$ cat src/rtl/window_fetch_unit_pkg.sv
// Shared widths, FSM state encoding and window layout helper for the window fetch unit.
package window_fetch_unit_pkg;

  localparam int unsigned DEF_ADDR_W = 19;
  localparam int unsigned DEF_DATA_W = 8;
  localparam int unsigned DEF_DIM_W  = 10;
  localparam int unsigned WIN_N      = 5;  // window register is always 5x5, K=3 uses the top-left corner
  localparam int unsigned IDX_W      = 3;  // window-row index, 0..4

  typedef enum logic [1:0] {
    ST_IDLE    = 2'd0,
    ST_FETCH   = 2'd1,
    ST_PRESENT = 2'd2,
    ST_FINISH  = 2'd3
  } state_t;

  // Bit offset of window element (i,j) in the row-major window bus.
  function automatic int unsigned win_off(input int unsigned i, input int unsigned j,
                                          input int unsigned dw);
    return (WIN_N * i + j) * dw;
  endfunction

endpackage

$ cat src/rtl/window_addr_gen.sv
// Window position counters and incremental RAM address generation (no multiplier).
module window_addr_gen
  import window_fetch_unit_pkg::*;
#(
  parameter int unsigned ADDR_W = DEF_ADDR_W,
  parameter int unsigned DIM_W  = DEF_DIM_W
) (
  input  logic              clk_c,
  input  logic              rst_n,
  input  logic              i_load,
  input  logic [ADDR_W-1:0] i_base,
  input  logic              i_step,
  input  logic              i_adv,
  input  logic [DIM_W-1:0]  i_img_w,
  input  logic [DIM_W-1:0]  i_img_h,
  input  logic              i_filt5,
  output logic [ADDR_W-1:0] o_addr,
  output logic [DIM_W-1:0]  o_row,
  output logic [DIM_W-1:0]  o_col,
  output logic [IDX_W-1:0]  o_idx,
  output logic              o_last_row,
  output logic              o_last_window
);

  logic [ADDR_W-1:0] r_addr;
  logic [ADDR_W-1:0] r_win_base;
  logic [DIM_W-1:0]  r_row;
  logic [DIM_W-1:0]  r_col;
  logic [IDX_W-1:0]  r_idx;

  logic [ADDR_W-1:0] w_next_base;
  logic [ADDR_W-1:0] w_stride;
  logic [DIM_W-1:0]  w_k;
  logic [DIM_W-1:0]  w_col_max;
  logic [DIM_W-1:0]  w_row_max;
  logic [IDX_W-1:0]  w_idx_max;
  logic              w_last_col;

  assign w_k        = i_filt5 ? DIM_W'(5) : DIM_W'(3);
  assign w_idx_max  = i_filt5 ? IDX_W'(4) : IDX_W'(2);
  assign w_col_max  = i_img_w - w_k;
  assign w_row_max  = i_img_h - w_k;
  assign w_last_col = (r_col == w_col_max);
  assign w_stride   = ADDR_W'(i_img_w);

  // Stepping right adds 1; leaving column W-K for the next window row adds K (= W - (W-K)).
  assign w_next_base = r_win_base + (w_last_col ? ADDR_W'(w_k) : ADDR_W'(1));

  assign o_addr        = r_addr;
  assign o_row         = r_row;
  assign o_col         = r_col;
  assign o_idx         = r_idx;
  assign o_last_row    = (r_idx == w_idx_max);
  assign o_last_window = (r_row == w_row_max) && w_last_col;

  // Counter and pointer update: load on start, add stride per fetched row, advance per window.
  always_ff @(posedge clk_c or negedge rst_n) begin
    if (!rst_n) begin
      r_addr     <= '0;
      r_win_base <= '0;
      r_row      <= '0;
      r_col      <= '0;
      r_idx      <= '0;
    end else if (i_load) begin
      r_addr     <= i_base;
      r_win_base <= i_base;
      r_row      <= '0;
      r_col      <= '0;
      r_idx      <= '0;
    end else if (i_step) begin
      r_addr <= r_addr + w_stride;
      r_idx  <= r_idx + IDX_W'(1);
    end else if (i_adv) begin
      r_addr     <= w_next_base;
      r_win_base <= w_next_base;
      r_idx      <= '0;
      if (w_last_col) begin
        r_col <= '0;
        r_row <= r_row + DIM_W'(1);
      end else begin
        r_col <= r_col + DIM_W'(1);
      end
    end
  end

endmodule

$ cat src/rtl/window_fetch_unit.sv
// Fetches KxK windows row by row from a 5-byte-wide RAM and hands them out over valid/ready.
module window_fetch_unit
  import window_fetch_unit_pkg::*;
#(
  parameter int unsigned ADDR_W = DEF_ADDR_W,
  parameter int unsigned DATA_W = DEF_DATA_W,
  parameter int unsigned DIM_W  = DEF_DIM_W
) (
  input  logic                          clk_c,
  input  logic                          rst_n,
  input  logic                          start_in,
  input  logic [ADDR_W-1:0]             base_addr_in,
  input  logic [DIM_W-1:0]              img_w_in,
  input  logic [DIM_W-1:0]              img_h_in,
  input  logic                          filt5_in,
  output logic                          ram_en_out,
  output logic                          ram_rw_out,
  output logic [ADDR_W-1:0]             ram_addr_out,
  input  logic [WIN_N*DATA_W-1:0]       ram_data_in,
  output logic                          win_valid_out,
  input  logic                          win_ready_in,
  output logic [WIN_N*WIN_N*DATA_W-1:0] win_data_out,
  output logic [DIM_W-1:0]              win_row_out,
  output logic [DIM_W-1:0]              win_col_out,
  output logic                          busy_out,
  output logic                          done_out
);

  localparam int unsigned ROW_W = WIN_N * DATA_W;
  localparam int unsigned WIN_W = WIN_N * WIN_N * DATA_W;
  localparam logic [ROW_W-1:0] MASK3 = {{(2*DATA_W){1'b0}}, {(3*DATA_W){1'b1}}};

  state_t            r_state;
  state_t            w_next;
  logic              r_filt5;
  logic [DIM_W-1:0]  r_img_w;
  logic [DIM_W-1:0]  r_img_h;
  logic              r_ram_en;
  logic              r_valid;
  logic              r_busy;
  logic              r_done;
  logic [WIN_W-1:0]  r_win;

  logic [DIM_W-1:0]  w_k_in;
  logic              w_degen;
  logic              w_load;
  logic              w_step;
  logic              w_adv;
  logic              w_last_row;
  logic              w_last_win;
  logic [IDX_W-1:0]  w_idx;
  logic [ROW_W-1:0]  w_row;

  assign w_k_in  = filt5_in ? DIM_W'(5) : DIM_W'(3);
  assign w_degen = (img_w_in < w_k_in) || (img_h_in < w_k_in);
  assign w_load  = (r_state == ST_IDLE) && start_in;
  assign w_step  = (r_state == ST_FETCH);
  assign w_adv   = (r_state == ST_PRESENT) && win_ready_in;
  assign w_row   = ram_data_in & (r_filt5 ? {ROW_W{1'b1}} : MASK3);

  window_addr_gen #(
    .ADDR_W (ADDR_W),
    .DIM_W  (DIM_W)
  ) u_addr_gen (
    .clk_c         (clk_c),
    .rst_n         (rst_n),
    .i_load        (w_load),
    .i_base        (base_addr_in),
    .i_step        (w_step),
    .i_adv         (w_adv),
    .i_img_w       (r_img_w),
    .i_img_h       (r_img_h),
    .i_filt5       (r_filt5),
    .o_addr        (ram_addr_out),
    .o_row         (win_row_out),
    .o_col         (win_col_out),
    .o_idx         (w_idx),
    .o_last_row    (w_last_row),
    .o_last_window (w_last_win)
  );

  // State register.
  always_ff @(posedge clk_c or negedge rst_n) begin
    if (!rst_n) r_state <= ST_IDLE;
    else        r_state <= w_next;
  end

  // Next-state logic.
  always_comb begin
    w_next = r_state;
    case (r_state)
      ST_IDLE:    if (start_in) w_next = w_degen ? ST_FINISH : ST_FETCH;
      ST_FETCH:   if (w_last_row) w_next = ST_PRESENT;
      ST_PRESENT: if (win_ready_in) w_next = w_last_win ? ST_FINISH : ST_FETCH;
      ST_FINISH:  w_next = ST_IDLE;
      default:    w_next = ST_IDLE;
    endcase
  end

  // Registered status outputs, decoded from the state being entered.
  always_ff @(posedge clk_c or negedge rst_n) begin
    if (!rst_n) begin
      r_ram_en <= 1'b0;
      r_valid  <= 1'b0;
      r_busy   <= 1'b0;
      r_done   <= 1'b0;
    end else begin
      r_ram_en <= (w_next == ST_FETCH);
      r_valid  <= (w_next == ST_PRESENT);
      r_busy   <= (w_next == ST_FETCH) || (w_next == ST_PRESENT);
      r_done   <= (w_next == ST_FINISH);
    end
  end

  // Frame configuration, captured on an accepted start.
  always_ff @(posedge clk_c or negedge rst_n) begin
    if (!rst_n) begin
      r_filt5 <= 1'b0;
      r_img_w <= '0;
      r_img_h <= '0;
    end else if (w_load) begin
      r_filt5 <= filt5_in;
      r_img_w <= img_w_in;
      r_img_h <= img_h_in;
    end
  end

  // Window register: cleared per frame so K=3 leaves rows/cols 3-4 at zero.
  always_ff @(posedge clk_c or negedge rst_n) begin
    if (!rst_n) begin
      r_win <= '0;
    end else if (w_load) begin
      r_win <= '0;
    end else if (w_step) begin
      for (int unsigned i = 0; i < WIN_N; i++) begin
        if (w_idx == IDX_W'(i)) r_win[win_off(i, 0, DATA_W) +: ROW_W] <= w_row;
      end
    end
  end

  assign ram_en_out    = r_ram_en;
  assign ram_rw_out    = 1'b1;
  assign win_valid_out = r_valid;
  assign win_data_out  = r_win;
  assign busy_out      = r_busy;
  assign done_out      = r_done;

endmodule

$ cat config.mk
export PLATFORM = sky130hd
export DESIGN_NAME = window_fetch_unit
export DESIGN_NICKNAME = d
export VERILOG_FILES = /design/src/rtl/window_fetch_unit_pkg.sv /design/src/rtl/window_addr_gen.sv /design/src/rtl/window_fetch_unit.sv
export SDC_FILE = /design/constraint.sdc
export NUM_CORES = 1
export LEC_CHECK = 0
export CAP_MARGIN = 30
export CORE_ASPECT_RATIO = 1.75
export CORE_UTILIZATION = 60
export DETAILED_ROUTE_END_ITERATION = 10
export DONT_BUFFER_PORTS = 1
export GPL_ROUTABILITY_DRIVEN = 0
export PLACE_DENSITY_LB_ADDON = 0.15
export SETUP_SLACK_MARGIN = 0.2
export SLEW_MARGIN = 0
export SYNTH_ARGS = -nofsm -noshare
export SYNTH_HDL_FRONTEND = slang
export SYNTH_SLANG_ARGS = --single-unit
$ cat constraint.sdc
create_clock -name clk_c -period 7.8 [get_ports clk_c]
set_input_delay 0.39 -clock clk_c [delete_from_list [all_inputs] [get_ports clk_c]]
set_output_delay 0.39 -clock clk_c [all_outputs]
set_load 0.01 [all_outputs]
==> flow_metrics.env, run 1 <==
export IMPL_clock_skew_ns=0.0137
export IMPL_drt_wl_total_microns=40900
export IMPL_syn_area_sq_mm=0.0139
export IMPL_initial_core_util_pct=61.0
export IMPL_cts_setup_buffers=0
export IMPL_crit_slowest_cell="dfrtp_1"
export IMPL_drtIter0Drc=862
export IMPL_yosysTopAreaCell="dfrtp_1"
export IMPL_yosysWarnings=0
export IMPL_p_leak_nw=6.99
export IMPL_hpwl_microns=27800
export IMPL_final_cells=1921
export IMPL_drv_slew=0
export IMPL_overflow=0
export IMPL_async_flop_share_pct=100
export IMPL_dieHeight_microns=203
export IMPL_synth_main_ff_cell="dfrtp_1"
export IMPL_fmax_mhz=165
export IMPL_root_buffer="clkbuf_16"
export IMPL_power_frac_comb_pct=36.0
export IMPL_syn_area_per_cell_sq_um=8.65
export IMPL_vias=11800
export IMPL_synth_most_common_cell="nand2_1"
export IMPL_dr_wl_met2_microns=21000
export IMPL_crit_buf_inv=2
export IMPL_worstSetupEndpointType="flip-flop"
export IMPL_critPathKind="reg2reg"
export IMPL_cts_htree_levels=1
export IMPL_numCtsBuffers=26
export IMPL_cp_start_kind="flip-flop"
export IMPL_multi_input_area_sq_mm=0.00617
export IMPL_setup_tns_ns=0
export IMPL_die_width_microns=117
export IMPL_synth_cells=1605
export IMPL_seq_area_sq_mm=0.00721
export IMPL_drv_cap=0
export IMPL_finish_net_count=1720
export IMPL_tightest_slew_ns=1.05
export IMPL_area_delta_synth_final_pct=12.9
export IMPL_worstPathMaxFanout=21
export IMPL_routedWlPerCell_microns=21.3
export IMPL_ctsHoldBuffers=51
export IMPL_power_per_cell_area_mw_per_mm2=442
export IMPL_peakVddDrop_mv=0.326
export IMPL_synth_commonest_cells="nand2_1, dfrtp_1, a21oi_1"
export IMPL_synth_edf_count=0
export IMPL_antenna_cells=0
export IMPL_track_usage_pct=34.3
export IMPL_cp_required_ns=8.26
export IMPL_grt_max_degree=289
export IMPL_clock_sinks=288
export IMPL_drive_above_1_share_pct=5.18
export IMPL_p_sw_mw=3.02
export IMPL_period_minus_slack_ns=6.07
export IMPL_grt_pass1_vias=11500
export IMPL_drcViolationCount=0
export IMPL_synth_area_top_cells="dfrtp_1, nand2_1, a21oi_1"
export IMPL_cts_tree="done"
export IMPL_netlist_area_leader_share_pct=51.9
export IMPL_clkPwrFrac_pct=20.4
export IMPL_nFillCells=1798
export IMPL_vias_per_cell=6.16
export IMPL_slowest_delay_ns=0.91
export IMPL_post_cts_resized=0
export IMPL_cpLargestDelayFamily="simple AND/OR/NAND/NOR gates"
export IMPL_dieArea_sq_mm=0.0238
export IMPL_clock_path_buffers=3
export IMPL_met1Wirelength_microns=13800
export IMPL_intPower_mw=3.91
export IMPL_slew_headroom_pct=30.2
export IMPL_finalSetupViolations=0
export IMPL_ys_types=62
export IMPL_synth_seq_cells=288
export IMPL_core_area_sq_mm=0.0227
export IMPL_io_buffer_count=0
export IMPL_highest_layer="met4"
export IMPL_clkLatencyLatePin_ns=0.54
export IMPL_grt_setup_unrepaired="no"
export IMPL_fp_row_count=73
export IMPL_dr_pass1_iters=5
export IMPL_clkTransAtPathRegs_ns=0.07
export IMPL_ant_nets=0
export IMPL_arrival_ns=6.53
export IMPL_power_share_switching_pct=43.5
export IMPL_antenna_found_initial=0
export IMPL_grt_pass1_wl_microns=62400
export IMPL_ys_seq_area_share_pct=51.9
export IMPL_wl_met3_microns=2990
export IMPL_finalHoldViolCount=0
export IMPL_hp_class="in2reg"
export IMPL_ios=328
export IMPL_status="completed"
export IMPL_syn_num_nets=1723
export IMPL_seqPwrFrac_pct=43.6
export IMPL_post_route_period_util_pct=77.9
export IMPL_place_inst=1821
export IMPL_crit_chain="inv_1 -> ha_1 -> or3_1 -> or2_0 -> o311ai_1 -> o2111ai_1 -> a211oi_2 -> nand2_1 -> inv_1 -> ha_1 -> a211oi_1 -> nor4_1 -> nand4_1 -> xor2_1 -> a21oi_1 -> a41oi_1 -> o22ai_1"
## routing by layer
metal | global-route usage [%] | vias up
met5 | 0 | -
met4 | 23.2 | 0
met3 | 6.57 | 146
met2 | 59.3 | 487
met1 | 37.3 | 5794
li1 | - | 5409
## state kept, by name, indices dropped and copies added (netlist names)
name	cells
busy_out	1
u_addr_gen.o_idx	3
win_valid_out	1
r_img_h	10
u_addr_gen.o_addr	19
u_addr_gen.r_win_base	19
r_img_w	10
u_addr_gen.o_row	10
win_data_out	200
done_out	1
r_state	2
u_addr_gen.o_col	10
ram_en_out	1
r_filt5	1
## final timing paths
| kind | slack, ns | endpoint | cells past startpoint | startpoint |
|---|---|---|---|---|
| setup / recovery | 1.73 | u_addr_gen.o_addr[17] | 17 | r_filt5 |
| hold / removal | 0.01 | r_img_w[6] | 2 | img_w_in[6] |
| setup reg to reg | 1.73 | u_addr_gen.o_addr[17] | 17 | r_filt5 |
| hold reg to reg | 0.53 | r_img_h[9] | 2 | r_img_h[9] |
| max in group asynchronous | 6.09 | win_data_out[142] | 3 | rst_n |
| min in group asynchronous | 0.54 | win_data_out[81] | 2 | rst_n |
## logic make-up after synthesis
group	share of synthesized area [%]
muxes	0.370
buffers and inverters	3.78
xor gates and xnor gates	3.79
AOI/OAI and AO/OA	16.3
and+or+nand+nor	20.6
adders and majority gates	3.28
other	0.0270
DFF	51.9
## power by group through the flow
| stage | Clock [mW] | Combinational [mW] | Sequential, mW |
|---|---|---|---|
| 2_1_floorplan | 0 | 1.88 | 2.75 |
| 3_3_place_gp | 0 | 2.25 | 3.02 |
| 3_5_place_dp | 0 | 2.41 | 3.04 |
| 4_1_cts | 1.43 | 2.48 | 3.01 |
| 5_1_grt | 1.49 | 2.81 | 3.10 |
| 6_report | 1.41 | 2.49 | 3.02 |
## placed cells by master (no fill, tap or decap), types with 8 or more instances in the layout
| cell type | n |
|---|---|
| a211oi_1 | 8 |
| a21o_1 | 8 |
| a21oi_1 | 237 |
| a31oi_1 | 11 |
| and2_1 | 11 |
| and3_1 | 11 |
| buf_4 | 10 |
| clkbuf_16 | 27 |
| dfrtp_1 | 288 |
| dlygate4sd3_1 | 51 |
| ha_1 | 30 |
| inv_1 | 35 |
| nand2_1 | 358 |
| nand3_1 | 22 |
| nand4_1 | 11 |
| nor2_1 | 203 |
| nor3_1 | 22 |
| nor4_1 | 15 |
| o21ai_0 | 53 |
| o31ai_1 | 8 |
| xnor2_1 | 41 |
| xor2_1 | 19 |
## area by class of cell
class                           count  share of cell area, %
Clock inverter                     13                   1.39
Inverter                           35                  0.839
Sequential cell                   288                   46.0
Clock buffer                       34                   4.67
Timing Repair Buffer               72                   5.29
Tap cell                          300                   2.40
Multi-Input combinational cell   1179                   39.4
## per-stage QoR
step	hold slack (ns)	area, sq um	util (%)	power, mW	setup slack [ns]
5_1_grt	0.000172	15700	68.9	7.39	1.20
6_report	0.0134	15700	68.9	6.93	1.73
3_5_place_dp	0.101	14100	62.2	5.44	1.79
4_1_cts	0.000595	15600	68.7	6.93	1.79
2_1_floorplan	0.0944	13900	-	4.63	3.19
3_3_place_gp	0.0992	14000	61.4	5.27	1.92
Power figures use the tool's default switching activity.
==> run 2: changes to the inputs <==
Settings changed: CORE_UTILIZATION 60 to 58.
Clock period 7.8 ns to 5.4 ns, I/O delays scaled along.
==> run 2 against run 1 <==
The flow now finishes with violations (negative hold slack). Cell area increased by 0.24%. Combinational power increased by 45%. Sequential power is 44% higher. Routed wire length up 2.2%. Critical path depth grew 1. Die area grew 3.4%. Hold slack got worse by 0.60 ns. Clock power up 39%. Sequential share of layout area fell by 0.11 points. Sequential cell count stayed put. Clock skew increased by 0.0074 ns. Highest routed layer unchanged.
==> flow_metrics.env, run 2 (synthesis results as in run 1) <==
export IMPL_status="finished, violations left"
export IMPL_violations="negative hold slack"
export IMPL_cp_start_kind="flip-flop"
export IMPL_area_delta_synth_final_pct=13.2
export IMPL_finish_net_count=1734
export IMPL_hold_ws_ns=-0.584
export IMPL_worstPathMaxFanout=14
export IMPL_grt_setup_unrepaired="no"
export IMPL_mostFrequentLayoutCells="nand2_1, dfrtp_1, a21oi_1"
export IMPL_clock_sinks=288
export IMPL_layout_commonest_cell="nand2_1"
export IMPL_grt_max_degree=289
export IMPL_clkTransAtPathRegs_ns=0.07
export IMPL_cts_tree="done"
export IMPL_worstSetupEndpointType="flip-flop"
export IMPL_total_power_mw=9.94
export IMPL_r2r_setup_slack_ns=0.50
export IMPL_drv_slew=0
export IMPL_drcViolationCount=0
export IMPL_dieHeight_microns=207
export IMPL_antenna_found_initial=0
export IMPL_vias_per_cell=6.10
export IMPL_ant_nets=0
export IMPL_largest_reg_flops=200
export IMPL_drv_cap=0
export IMPL_finalHoldViolCount=288
export IMPL_ctsHoldBuffers=63
export IMPL_dr_pass1_iters=6
export IMPL_io_buffer_count=0
export IMPL_place_inst=1829
export IMPL_finalSetupViolations=0
export IMPL_arrival_ns=5.32
export IMPL_r2r_start="r_filt5"
export IMPL_core_area_sq_mm=0.0234
export IMPL_dieArea_sq_mm=0.0246
export IMPL_clock_path_buffers=3
export IMPL_r2r_end="u_addr_gen.o_addr[17]"
export IMPL_final_core_util_pct=67.0
export IMPL_die_width_microns=119
export IMPL_ios=328
export IMPL_drt_wl_total_microns=41800
export IMPL_critPathKind="reg2reg"
export IMPL_overflow=0
export IMPL_hpwl_microns=28400
export IMPL_reg2reg_depth=18
export IMPL_period_minus_slack_ns=4.90
export IMPL_antenna_cells=0
export IMPL_vias=11800
export IMPL_drtIter0Drc=831
export IMPL_routedWlPerCell_microns=21.5
export IMPL_cts_htree_levels=1
export IMPL_p_leak_nw=7.00
export IMPL_hp_class="in2async"
export IMPL_initial_core_util_pct=59.2
export IMPL_fmax_mhz=204
export IMPL_fp_row_count=74
export IMPL_crit_path_start="r_filt5"
export IMPL_root_buffer="clkbuf_16"
export IMPL_drive_above_1_share_pct=5.44
export IMPL_grt_pass1_wl_microns=64200
export IMPL_setup_tns_ns=0
export IMPL_tightest_slew_ns=0.998
export IMPL_nFillCells=1935
export IMPL_slew_headroom_pct=32.8
export IMPL_clkLatencyLatePin_ns=0.55
export IMPL_final_cells=1940
export IMPL_clock_skew_ns=0.0211
export IMPL_numCtsBuffers=26
export IMPL_worstSetupEndpoint="u_addr_gen.o_addr[17]"
export IMPL_peakVddDrop_mv=0.376
export IMPL_post_route_period_util_pct=90.7
export IMPL_track_usage_pct=33.7
export IMPL_power_per_cell_area_mw_per_mm2=633
export IMPL_grt_pass1_vias=11500
export IMPL_cts_setup_buffers=0
export IMPL_cp_required_ns=5.82
==> run 2: cell count changes in the layout (fill, tap and decap cells not counted), moves of 2 or more <==
cell           delta
dlygate4sd3_1    +12
buf_4             +6
bufinv_16         -3
buf_16            -2
clkbuf_8          +2
==> run 2: where the power goes <==
| part | leakage [nW] | switching [mW] | internal (mW) | total, mW |
|---|---|---|---|---|
| sequential | 3.82 | 1.30 | 3.06 | 4.36 |
| combinational | 2.74 | 2.26 | 1.37 | 3.62 |
| clock | 0.443 | 0.831 | 1.13 | 1.96 |
==> run 2: timing repair <==
item	CTS	global route
setup endpoints to repair	0	2
gates resized for setup	0	2
hold endpoints to repair	460	288
==> run 2: through the flow <==
stage                     worst slack [ns]  cell area, sq um  hold WS (ns)
after floorplan                      0.786             13900       -0.0256
after global placement               0.818             14000       -0.0202
after detailed placement             0.577             14200       -0.0205
after CTS                            0.557             15700        -0.603
after global routing                 0.148             15700        -0.602
final                                0.502             15700        -0.584
==> run 2: how the worst min path moves through the flow <==
stage                     slack [ns]  startpoint                 to
final                          -0.58       rst_n  win_data_out[138]
after global routing           -0.60       rst_n  win_data_out[138]
after CTS                      -0.60       rst_n  win_data_out[172]
after detailed placement       -0.02       rst_n  win_data_out[172]
after global placement         -0.02       rst_n  win_data_out[172]
after floorplan                -0.03       rst_n           busy_out
==> run 2: per-layer routing <==
metal / share of wire, % / wire, microns / global-route usage, % / up-vias
met5: 0 / 0 / 0 / -
met4: 7.2 / 2990 / 22.5 / 0
li1: - / - / - / 5436
met1: 35 / 14600 / 37.1 / 5786
met3: 6.2 / 2570 / 5.71 / 136
met2: 52 / 21600 / 59.7 / 484
==> run 2: layout make-up <==
cell class	instances	area [sq um]	share of cell area, %
clock buffer	36	759	4.84
clock inverter	12	140	0.892
inverter	35	131	0.837
multi-input combinational	1179	6180	39.4
sequential	288	7210	45.9
tap	304	380	2.42
timing repair buffer	86	903	5.75
==> run 2: critical path, cell delays in order (launching register included) <==
cell and delay [ns]:
dfrtp_1 0.40, inv_1 0.16, ha_1 0.28, or3_1 0.44, or2_0 0.27, o311ai_1 0.31, o2111ai_1 0.23, or2_4 0.34
or2_2 0.32, nor2_1 0.23, ha_2 0.30, a211oi_1 0.08, nor4_1 0.31, buf_4 0.20, nand4_1 0.17, xor2_1 0.25
a21oi_1 0.13, a41oi_1 0.25, o22ai_1 0.10
==> run 3: changes to the inputs <==
Settings changed: CORE_UTILIZATION 58 to 60.
Clock period 5.4 ns to 5.93 ns, I/O delays scaled along.
==> run 3 against run 2 <==
The run still ends with negative hold slack left. Clock skew shrank 0.0074 ns. Final cell count is 0.36% lower. Sequential share of layout area shrank 0.21 points. Sequential cell count is the same. Clock-buffer cell count grew 1. Total power fell by 8.1%. Global-route usage rose by 1.4 points. Fmax down 4.1%. Cell area rose by 0.48%. Largest power group unchanged. Highest routed layer unchanged.
==> flow_metrics.env, run 3 (synthesis results as in run 1) <==
export IMPL_status="finished, violations left"
export IMPL_violations="negative hold slack"
export IMPL_dieArea_sq_mm=0.0238
export IMPL_die_width_microns=117
export IMPL_grt_setup_unrepaired="no"
export IMPL_cts_tree="done"
export IMPL_worstSetupEndpoint="u_addr_gen.o_addr[18]"
export IMPL_cpLargestDelayFamily="simple AND/OR/NAND/NOR gates"
export IMPL_dr_pass1_iters=5
export IMPL_period_minus_slack_ns=5.11
export IMPL_hpwl_microns=28400
export IMPL_clock_skew_ns=0.0137
export IMPL_cp_start_kind="flip-flop"
export IMPL_nFillCells=1818
export IMPL_vias=11900
export IMPL_root_buffer="clkbuf_16"
export IMPL_antenna_found_initial=1
export IMPL_path_depth=17
export IMPL_pre_cts_ws_ns=0.530
export IMPL_mostFrequentLayoutCells="nand2_1, dfrtp_1, a21oi_1"
export IMPL_finish_net_count=1733
export IMPL_r2r_end="u_addr_gen.o_addr[18]"
export IMPL_r2r_setup_slack_ns=0.82
export IMPL_crit_buf_inv=1
export IMPL_drcViolationCount=0
export IMPL_r2r_start="r_filt5"
export IMPL_power_per_cell_area_mw_per_mm2=579
export IMPL_slowest_delay_ns=0.67
export IMPL_wl_met3_microns=2920
export IMPL_peakVddDrop_mv=0.389
export IMPL_hold_ws_ns=-0.555
export IMPL_finalSetupViolations=0
export IMPL_grt_pass1_wl_microns=63700
export IMPL_drtIter0Drc=924
export IMPL_reg2reg_depth=17
export IMPL_crit_chain="inv_1 -> ha_1 -> or3_1 -> or2_0 -> o311ai_1 -> o2111ai_1 -> or2_4 -> or2_2 -> nor2_1 -> ha_1 -> nor2b_1 -> o2111ai_1 -> nor2_1 -> nand4_1 -> nor2_1 -> xnor2_1 -> a221oi_1"
export IMPL_fmax_mhz=196
export IMPL_grt_pass1_vias=11800
export IMPL_arrival_ns=5.53
export IMPL_crit_slowest_cell="dfrtp_2"
export IMPL_worstSetupEndpointType="flip-flop"
export IMPL_overflow=0
export IMPL_ant_nets=0
export IMPL_ctsHoldBuffers=63
export IMPL_final_cells=1933
export IMPL_clock_sinks=288
export IMPL_vias_per_cell=6.17
export IMPL_tightest_slew_ns=0.890
export IMPL_dr_wl_met2_microns=21300
export IMPL_crit_top_cell="nor2_1"
export IMPL_worstPathMaxFanout=21
export IMPL_drv_cap=0
export IMPL_final_core_util_pct=69.4
export IMPL_io_buffer_count=0
export IMPL_highest_layer="met4"
export IMPL_p_leak_nw=7.04
export IMPL_drive_above_1_share_pct=5.15
export IMPL_clkLatencyLatePin_ns=0.54
export IMPL_fp_row_count=73
export IMPL_cts_htree_levels=1
export IMPL_cts_setup_buffers=0
export IMPL_layout_commonest_cell="nand2_1"
export IMPL_slew_headroom_pct=40.6
export IMPL_initial_core_util_pct=61.0
export IMPL_largest_reg_flops=200
export IMPL_setup_slack_ns=0.821
export IMPL_setup_tns_ns=0
export IMPL_hp_class="in2async"
export IMPL_numCtsBuffers=26
export IMPL_met1Wirelength_microns=14200
export IMPL_routedWlPerCell_microns=21.5
export IMPL_clkTransAtPathRegs_ns=0.07
export IMPL_place_inst=1824
export IMPL_track_usage_pct=35.0
export IMPL_clock_path_buffers=3
export IMPL_post_route_period_util_pct=86.2
export IMPL_crit_path_start="r_filt5"
export IMPL_cp_required_ns=6.35
export IMPL_area_delta_synth_final_pct=13.7
export IMPL_ios=328
export IMPL_grt_max_degree=289
export IMPL_critPathKind="reg2reg"
export IMPL_dieHeight_microns=203
export IMPL_drv_slew=0
export IMPL_finalHoldViolCount=288
export IMPL_core_area_sq_mm=0.0227
export IMPL_drt_wl_total_microns=41500
-- run 3: changes by cell type in the layout (fill, tap and decap cells not counted) --
cell        change
ha_2            -1
buf_16          +2
buf_4           -4
clkinvlp_4      -2
diode_2         +1
buf_12          +1
dfrtp_2         +1
a211oi_1        +1
clkinv_2        -4
dfrtp_1         -1
clkbuf_8        +1
bufinv_16       +2
a211oi_2        -1
ha_1            +1
-- run 3: metal layers --
| layer | vias to the layer above | GRT usage (%) |
|---|---|---|
| li1 | 5431 | - |
| met1 | 5853 | 38.0 |
| met2 | 487 | 60.7 |
| met3 | 161 | 6.78 |
| met4 | 0 | 23.6 |
| met5 | - | 0 |
-- run 3: where the power goes --
| part | switching (mW) | internal [mW] |
|---|---|---|
| Clock | 0.734 | 1.12 |
| Combinational | 2.04 | 1.26 |
| Sequential | 1.20 | 2.78 |
| Total | 3.98 | 5.16 |
-- run 3: area by class of cell --
type	instances	area, sq um	share of cell area, %
Antenna cell	1	2.50	0.0159
Multi-Input combinational cell	1179	6170	39.1
Inverter	35	131	0.833
Timing Repair Buffer	85	948	6.01
Clock buffer	37	773	4.90
Clock inverter	8	165	1.05
Sequential cell	288	7210	45.7
Tap cell	300	375	2.38
-- run 3: stage by stage --
| step | power [mW] | cell area, sq um |
|---|---|---|
| finish | 9.14 | 15800 |
| floorplan | 6.09 | 13900 |
| CTS | 9.13 | 15800 |
| global route | 9.71 | 15800 |
| global placement | 6.95 | 14000 |
| detailed placement | 7.22 | 14200 |
-- run 3: how the worst min path moves through the flow --
stage	end	cells after the start	from	slack [ns]
floorplan	busy_out	0	rst_n	0.0009
global placement	win_data_out[40]	0	rst_n	0.006
detailed placement	win_data_out[40]	0	rst_n	0.008
CTS	win_data_out[129]	0	rst_n	-0.57
global route	win_data_out[40]	0	rst_n	-0.57
finish	win_data_out[40]	0	rst_n	-0.56
-- run 3: repair_timing --
item / in CTS / in global routing
resized for setup: 0 / 1
endpoints found under the setup margin: 0 / 9
hold endpoints to repair: 458 / 288
